`config.mk`:
```
export PLATFORM = sky130hd
export DESIGN_NAME = rf_wb_arbiter_flat
export DESIGN_NICKNAME = d
export VERILOG_FILES = /design/src/rtl/rf_wb_arbiter_pkg.sv /design/src/rtl/rf_wb_arbiter_if.sv /design/src/rtl/rf_wb_arbiter_rr_pick2.sv /design/src/rtl/rf_wb_arbiter.sv /design/src/flat_wrapper.sv
export SDC_FILE = /design/constraint.sdc
export NUM_CORES = 1
export LEC_CHECK = 0
export ABC_CLOCK_PERIOD_IN_PS = 3400
export CAP_MARGIN = 20
export CORE_ASPECT_RATIO = 1.1
export CORE_MARGIN = 2
export CORE_UTILIZATION = 40
export CTS_BUF_LIST = sky130_fd_sc_hd__clkbuf_16
export DETAILED_ROUTE_END_ITERATION = 16
export PLACE_DENSITY_LB_ADDON = 0.2
export SYNTH_ARGS = -nofsm -noshare
export SYNTH_HDL_FRONTEND = slang
export SYNTH_SLANG_ARGS = --single-unit
```
`constraint.sdc`:
```
create_clock -name clk -period 3.4 [get_ports clk]
set_clock_uncertainty 0.2 [all_clocks]
set_input_delay 1.02 -clock clk [delete_from_list [all_inputs] [get_ports clk]]
set_output_delay 1.02 -clock clk [all_outputs]
set_load 0.02 [all_outputs]
```
`src/rtl/rf_wb_arbiter_pkg.sv`:
```
// ============================================================================
// rf_wb_arbiter_pkg : widths, write-enable encodings and lane-mask helper
// Revision 1.0
// ============================================================================
`default_nettype none

package rf_wb_arbiter_pkg;

  localparam int unsigned IDX_W  = 3;
  localparam int unsigned DATA_W = 16;
  localparam int unsigned BE_W   = 2;
  localparam int unsigned LANE_W = DATA_W / BE_W;

  localparam logic [BE_W-1:0] WEN_NONE = 2'b00;
  localparam logic [BE_W-1:0] WEN_LO   = 2'b01;
  localparam logic [BE_W-1:0] WEN_HI   = 2'b10;
  localparam logic [BE_W-1:0] WEN_WORD = 2'b11;

  // Expands byte enables into a bit mask over the data word.
  function automatic logic [DATA_W-1:0] be_mask(input logic [BE_W-1:0] be);
    logic [DATA_W-1:0] m;
    m = '0;
    for (int i = 0; i < int'(BE_W); i++) begin
      m[i*LANE_W +: LANE_W] = {LANE_W{be[i]}};
    end
    return m;
  endfunction

endpackage

`default_nettype wire

```
`src/rtl/rf_wb_arbiter_if.sv`:
```
// ============================================================================
// rf_wb_arbiter_if : two writeback requesters plus register-file write port
// Revision 1.0
// ============================================================================
`default_nettype none

interface rf_wb_arbiter_if;
  import rf_wb_arbiter_pkg::*;

  logic              a_valid;
  logic              a_ready;
  logic [IDX_W-1:0]  a_dest;
  logic [DATA_W-1:0] a_data;
  logic [BE_W-1:0]   a_be;

  logic              b_valid;
  logic              b_ready;
  logic [IDX_W-1:0]  b_dest;
  logic [DATA_W-1:0] b_data;
  logic [BE_W-1:0]   b_be;

  logic [IDX_W-1:0]  d;
  logic [DATA_W-1:0] wr;
  logic [BE_W-1:0]   w_en;
  logic              prio_b;

  modport slave (
    input  a_valid, a_dest, a_data, a_be,
    input  b_valid, b_dest, b_data, b_be,
    output a_ready, b_ready, d, wr, w_en, prio_b
  );

  modport master (
    output a_valid, a_dest, a_data, a_be,
    output b_valid, b_dest, b_data, b_be,
    input  a_ready, b_ready, d, wr, w_en, prio_b
  );

endinterface

`default_nettype wire

```
`src/rtl/rf_wb_arbiter_rr_pick2.sv`:
```
// ============================================================================
// rf_wb_arbiter_rr_pick2 : 2-way round-robin select from valids and pointer
// Revision 1.0
// ============================================================================
`default_nettype none

module rf_wb_arbiter_rr_pick2 (
  input  wire logic valid_a_i,
  input  wire logic valid_b_i,
  input  wire logic prio_b_i,
  output logic      grant_a_o,
  output logic      grant_b_o
);

  assign grant_a_o = valid_a_i & (~valid_b_i | ~prio_b_i);
  assign grant_b_o = valid_b_i & (~valid_a_i |  prio_b_i);

endmodule

`default_nettype wire

```
`src/rtl/rf_wb_arbiter.sv`:
```
// ============================================================================
// rf_wb_arbiter : round-robin register-file writeback arbiter with byte merge
// Revision 1.0
// ============================================================================
`default_nettype none

module rf_wb_arbiter
  import rf_wb_arbiter_pkg::*;
(
  input  wire logic       clk,
  input  wire logic       rst_n,
  rf_wb_arbiter_if.slave  bus
);

  logic              grant_a;
  logic              grant_b;
  logic              merge;

  logic [IDX_W-1:0]  d_q,      d_d;
  logic [DATA_W-1:0] wr_q,     wr_d;
  logic [BE_W-1:0]   w_en_q,   w_en_d;
  logic              prio_b_q, prio_b_d;

  rf_wb_arbiter_rr_pick2 u_pick (
    .valid_a_i (bus.a_valid),
    .valid_b_i (bus.b_valid),
    .prio_b_i  (prio_b_q),
    .grant_a_o (grant_a),
    .grant_b_o (grant_b)
  );

  // Disjoint, non-empty byte enables to the same register fold into one write.
  assign merge = bus.a_valid & bus.b_valid
               & (bus.a_dest == bus.b_dest)
               & (|bus.a_be) & (|bus.b_be)
               & ~(|(bus.a_be & bus.b_be));

  assign bus.a_ready = rst_n & (merge | grant_a);
  assign bus.b_ready = rst_n & (merge | grant_b);

  always_comb begin
    d_d      = d_q;
    wr_d     = wr_q;
    w_en_d   = WEN_NONE;
    prio_b_d = prio_b_q;
    if (merge) begin
      d_d    = bus.a_dest;
      wr_d   = (bus.a_data & be_mask(bus.a_be)) | (bus.b_data & be_mask(bus.b_be));
      w_en_d = bus.a_be | bus.b_be;
    end else if (grant_a) begin
      d_d      = bus.a_dest;
      wr_d     = bus.a_data & be_mask(bus.a_be);
      w_en_d   = bus.a_be;
      prio_b_d = 1'b1;
    end else if (grant_b) begin
      d_d      = bus.b_dest;
      wr_d     = bus.b_data & be_mask(bus.b_be);
      w_en_d   = bus.b_be;
      prio_b_d = 1'b0;
    end
  end

  always_ff @(posedge clk or negedge rst_n) begin
    if (!rst_n) begin
      d_q      <= '0;
      wr_q     <= '0;
      w_en_q   <= WEN_NONE;
      prio_b_q <= 1'b0;
    end else begin
      d_q      <= d_d;
      wr_q     <= wr_d;
      w_en_q   <= w_en_d;
      prio_b_q <= prio_b_d;
    end
  end

  assign bus.d      = d_q;
  assign bus.wr     = wr_q;
  assign bus.w_en   = w_en_q;
  assign bus.prio_b = prio_b_q;

endmodule

`default_nettype wire

```
`src/flat_wrapper.sv`:
```
// flat-port wrapper written by rule: the top's interface ports become plain ports
module rf_wb_arbiter_flat import rf_wb_arbiter_pkg::*;
  (clk, rst_n, bus_a_valid, bus_a_dest, bus_a_data, bus_a_be, bus_b_valid, bus_b_dest, bus_b_data, bus_b_be, bus_a_ready, bus_b_ready, bus_d, bus_wr, bus_w_en, bus_prio_b);
  rf_wb_arbiter_if bus_i ();
  input  wire logic clk;
  input  wire logic rst_n;
  input wire logic [$bits(bus_i.a_valid)-1:0] bus_a_valid;
  input wire logic [$bits(bus_i.a_dest)-1:0] bus_a_dest;
  input wire logic [$bits(bus_i.a_data)-1:0] bus_a_data;
  input wire logic [$bits(bus_i.a_be)-1:0] bus_a_be;
  input wire logic [$bits(bus_i.b_valid)-1:0] bus_b_valid;
  input wire logic [$bits(bus_i.b_dest)-1:0] bus_b_dest;
  input wire logic [$bits(bus_i.b_data)-1:0] bus_b_data;
  input wire logic [$bits(bus_i.b_be)-1:0] bus_b_be;
  output wire logic [$bits(bus_i.a_ready)-1:0] bus_a_ready;
  output wire logic [$bits(bus_i.b_ready)-1:0] bus_b_ready;
  output wire logic [$bits(bus_i.d)-1:0] bus_d;
  output wire logic [$bits(bus_i.wr)-1:0] bus_wr;
  output wire logic [$bits(bus_i.w_en)-1:0] bus_w_en;
  output wire logic [$bits(bus_i.prio_b)-1:0] bus_prio_b;
  assign bus_i.a_valid = bus_a_valid;
  assign bus_i.a_dest = bus_a_dest;
  assign bus_i.a_data = bus_a_data;
  assign bus_i.a_be = bus_a_be;
  assign bus_i.b_valid = bus_b_valid;
  assign bus_i.b_dest = bus_b_dest;
  assign bus_i.b_data = bus_b_data;
  assign bus_i.b_be = bus_b_be;
  assign bus_a_ready = bus_i.a_ready;
  assign bus_b_ready = bus_i.b_ready;
  assign bus_d = bus_i.d;
  assign bus_wr = bus_i.wr;
  assign bus_w_en = bus_i.w_en;
  assign bus_prio_b = bus_i.prio_b;
  rf_wb_arbiter u_core (.clk(clk), .rst_n(rst_n), .bus(bus_i));
endmodule
```
==> flow_summary_export.csv <==
group,metric,value,unit
routing,drt_iter0_markers,158,
worst_setup_path,slowest_stage,"dlygate4sd2_1",
sta,rsz0062_at_grt,"no",
clock_tree,clkTransAtPathRegs,60,ps
logic_synthesis,synth-seq-cells,22,
outcome,status,"finished clean",
logic_synthesis,ys_warn_count,0,
worst_hold_path,min_to,"u_core.bus.d[2]$_DFFE_PN0P_",
routing,wl_per_cell,14.9,um
logic_synthesis,ys_types,35,
clock_tree,cts_buffers,3,
routing,final_antenna_net_count,0,
die,rows,25,
clock_tree,cts_tree,"done",
worst_setup_path,r2r-start,"u_core.bus.prio_b$_DFFE_PN0P_",
worst_setup_path,crit_required,2180,ps
logic_synthesis,synth-simple-area-share,0.276,
worst_setup_path,ff2ff_path_depth,5,
power,sw_frac_of_total,0.320,
final_layout,layout_commonest_cell,"clkdlybuf4s50_1",
power,powerDensity,345,nW/um^2
worst_setup_path,critical_path.cell_chain,"dlygate4sd2_1 -> xnor2_2 -> o211a_4 -> nand3_4 -> a21boi_1 -> buf_4",
final_layout,stdcell_count,335,
global_route,grt.overflow.total,0,
worst_setup_path,setup.worst_path.start_class,"input port",
sta,slew_headroom,0.678,
sta,maxSlewViolCount,0,
clock_tree,clk_latency,250,ps
clock_tree,cts_root_buffer,"clkbuf_16",
sta,hold_viol,0,
worst_setup_path,cp_top_family,"buffers and inverters",
power,total_power,0.919,mW
power,p_int,0.625,mW
logic_synthesis,syn_inst,206,
logic_synthesis,synth_top_family_by_area,"compound AO/OA/AOI/OAI gates",
power,ir_drop,0.169,mV
logic_synthesis,synth_area,1790,um^2
logic_synthesis,synth_fp_nets,252,
power,switchingPower,0.294,mW
placement,dp.cells,331,
die,die_h,74.2,um
final_layout,final_nets,329,
clock_tree,cts.sinks,22,
routing,vias,1809,
power,pwr-share-clk,0.265,
sta,setup_viol,0,
final_layout,final_area,2660,um^2
power,seq_power_share,0.339,
placement,io_buffers,69,
flow_run,cap_violations,0,
logic_synthesis,synthXorXnorAreaFrac,0.0231,
global_route,grt_max_degree,39,
die,core_area,4320,um^2
die,die_area,5030,um^2
global_route,first_global_vias,1821,
sta,tightest_slew,482,ps
placement,dpl_cell_area,2560,um^2
routing,via_per_inst,5.40,
final_layout,drive_above_1_share,0.238,
worst_hold_path,hold_path_class,"reg2reg",
global_route,antenna_found_initial,0,
logic_synthesis,synth_compound_area_frac,0.292,
worst_setup_path,reg2reg_to,"u_core.bus.wr[12]$_DFFE_PN0P_",
worst_setup_path,max_stage_delay,270,ps
sta,fin_crit,3330,ps
routing,drc,0,
power,power_frac_comb,0.396,
worst_setup_path,worstPathArrival,2110,ps
global_route,grtUsageTotal,0.216,
routing,firstDrtPassIters,4,
worst_setup_path,reg2reg_slack,1630,ps
power,leakage,1.11,nW
logic_synthesis,post_synth.cell_area_avg,8.69,um^2
worst_setup_path,critPathBufInv,2,
sta,timing.fmax,300,MHz
placement,routabilityCongestion,0.828,
global_route,grt_pass1_wl,8380,um
die,fp.dieW,67.8,um
die,start_util,0.415,
worst_hold_path,min_from,"u_core.bus.d[2]$_DFFE_PN0P_",
routing,drt_wl_total,4980,um
logic_synthesis,synth-adder-area-share,0,
sta,period_share,0.981,
sta,holdWs,341,ps
final_layout,areaGrowthSynthToFinish,48.7,%
clock_tree,clockBufferDepth,2,
worst_hold_path,hold_depth,2,
clock_tree,htree_levels,1,
logic_synthesis,ys_seq_area_frac,0.307,
sta,setup_tns,0,ps
final_layout,diodes,0,
logic_synthesis,muxShareOfSynthArea,0.0168,
placement,dp_hpwl,3530,um
worst_setup_path,worstSetupPathType,"in2out",
final_layout,layout_common_cells,"clkdlybuf4s50_1, nand2_1, buf_4",
die,ioPinCount,70,
worst_setup_path,end_kind,"output port",
worst_setup_path,critPathMaxFanout,2,
==> per-stage QoR <==
stage               worst slack (ps)  utilization
floorplan                        105            -
global placement                -599        0.594
detailed placement              -586        0.594
CTS                             13.4        0.614
global route                    1.71        0.617
finish                          65.5        0.617
==> synthesized netlist by cell type, drive strengths merged <==
cell / number / area (um^2)
nand2: 53 / 199
xnor2: 3 / 41.3
o211ai: 2 / 33.8
nand3: 2 / 27.5
or2b: 1 / 7.51
o21a: 1 / 7.51
a211oi: 16 / 165
clkbuf: 2 / 7.51
o211a: 2 / 27.5
a31oi: 16 / 100
or2: 1 / 8.76
nor2b: 1 / 6.26
nor4: 16 / 156
mux2i: 3 / 30.0
buf: 17 / 144
dfrtp: 22 / 551
nor3: 1 / 10.0
o21ai: 1 / 5.00
and3: 1 / 7.51
a21boi: 2 / 18.8
a21oi: 19 / 121
a32oi: 2 / 17.5
a41oi: 1 / 8.76
nor2: 19 / 71.3
o2111ai: 2 / 17.5
==> how the worst max path moves through the flow <==
stage	start	end	slack, ps	cells after the start
finish	bus_a_dest[2]	bus_b_ready	70	6
global route	bus_b_dest[1]	bus_a_ready	2	6
CTS	bus_a_valid	bus_b_ready	10	5
detailed placement	bus_b_dest[2]	bus_b_ready	-590	6
global placement	bus_b_dest[2]	bus_b_ready	-600	6
floorplan	bus_b_dest[0]	bus_b_ready	100	5
==> worst register-to-register path: stages, from the launching register on <==
cell,delay (ps)
dfrtp_1,450
a21boi_4,190
buf_4,410
a21oi_1,100
a31oi_1,210
a211oi_2,100
==> routing by layer <==
metal / global-route usage / routed length (um) / vias up
met5: 0 / 0 / -
met4: 0.0400 / 26 / 0
met3: 0.0287 / 264 / 2
met2: 0.357 / 2310 / 53
met1: 0.304 / 2380 / 845
li1: - / - / 909
==> final cells by class <==
cell class | instances | area [um^2]
timing repair buffer | 91 | 850
tap | 54 | 67.6
fill | 412 | 1650
multi-input combinational | 165 | 1120
clock buffer | 3 | 75.1
sequential | 22 | 551
==> power groups by stage <==
| stage | registers (mW) | clock network, mW | logic, mW |
|---|---|---|---|
| 2_1_floorplan | 0.352 | 0 | 0.164 |
| 3_3_place_gp | 0.316 | 0 | 0.360 |
| 3_5_place_dp | 0.316 | 0 | 0.363 |
| 4_1_cts | 0.312 | 0.250 | 0.365 |
| 5_1_grt | 0.316 | 0.260 | 0.394 |
| 6_report | 0.312 | 0.244 | 0.363 |
==> cell families after synthesis <==
kind of cell    count (synthesis)
xor+xnor                        3
mux                             3
flops                          22
simple gates                   95
buf+inv                        19
compound gates                 64
==> state kept, by name (all words and copies together), names as in the netlist <==
| signal | count |
|---|---|
| u_core.bus.d | 3 |
| u_core.bus.wr | 16 |
| u_core.bus.w_en | 2 |
| u_core.bus.prio_b | 1 |
==> repair_timing <==
item                                    in CTS  in global routing
endpoints found under the setup margin       2                  2
hold buffers                                 0                  0
buffers inserted                             1                  0
pin swaps                                    5                  6
gates resized for setup                     25                  5
Power figures use the tool's default switching activity.
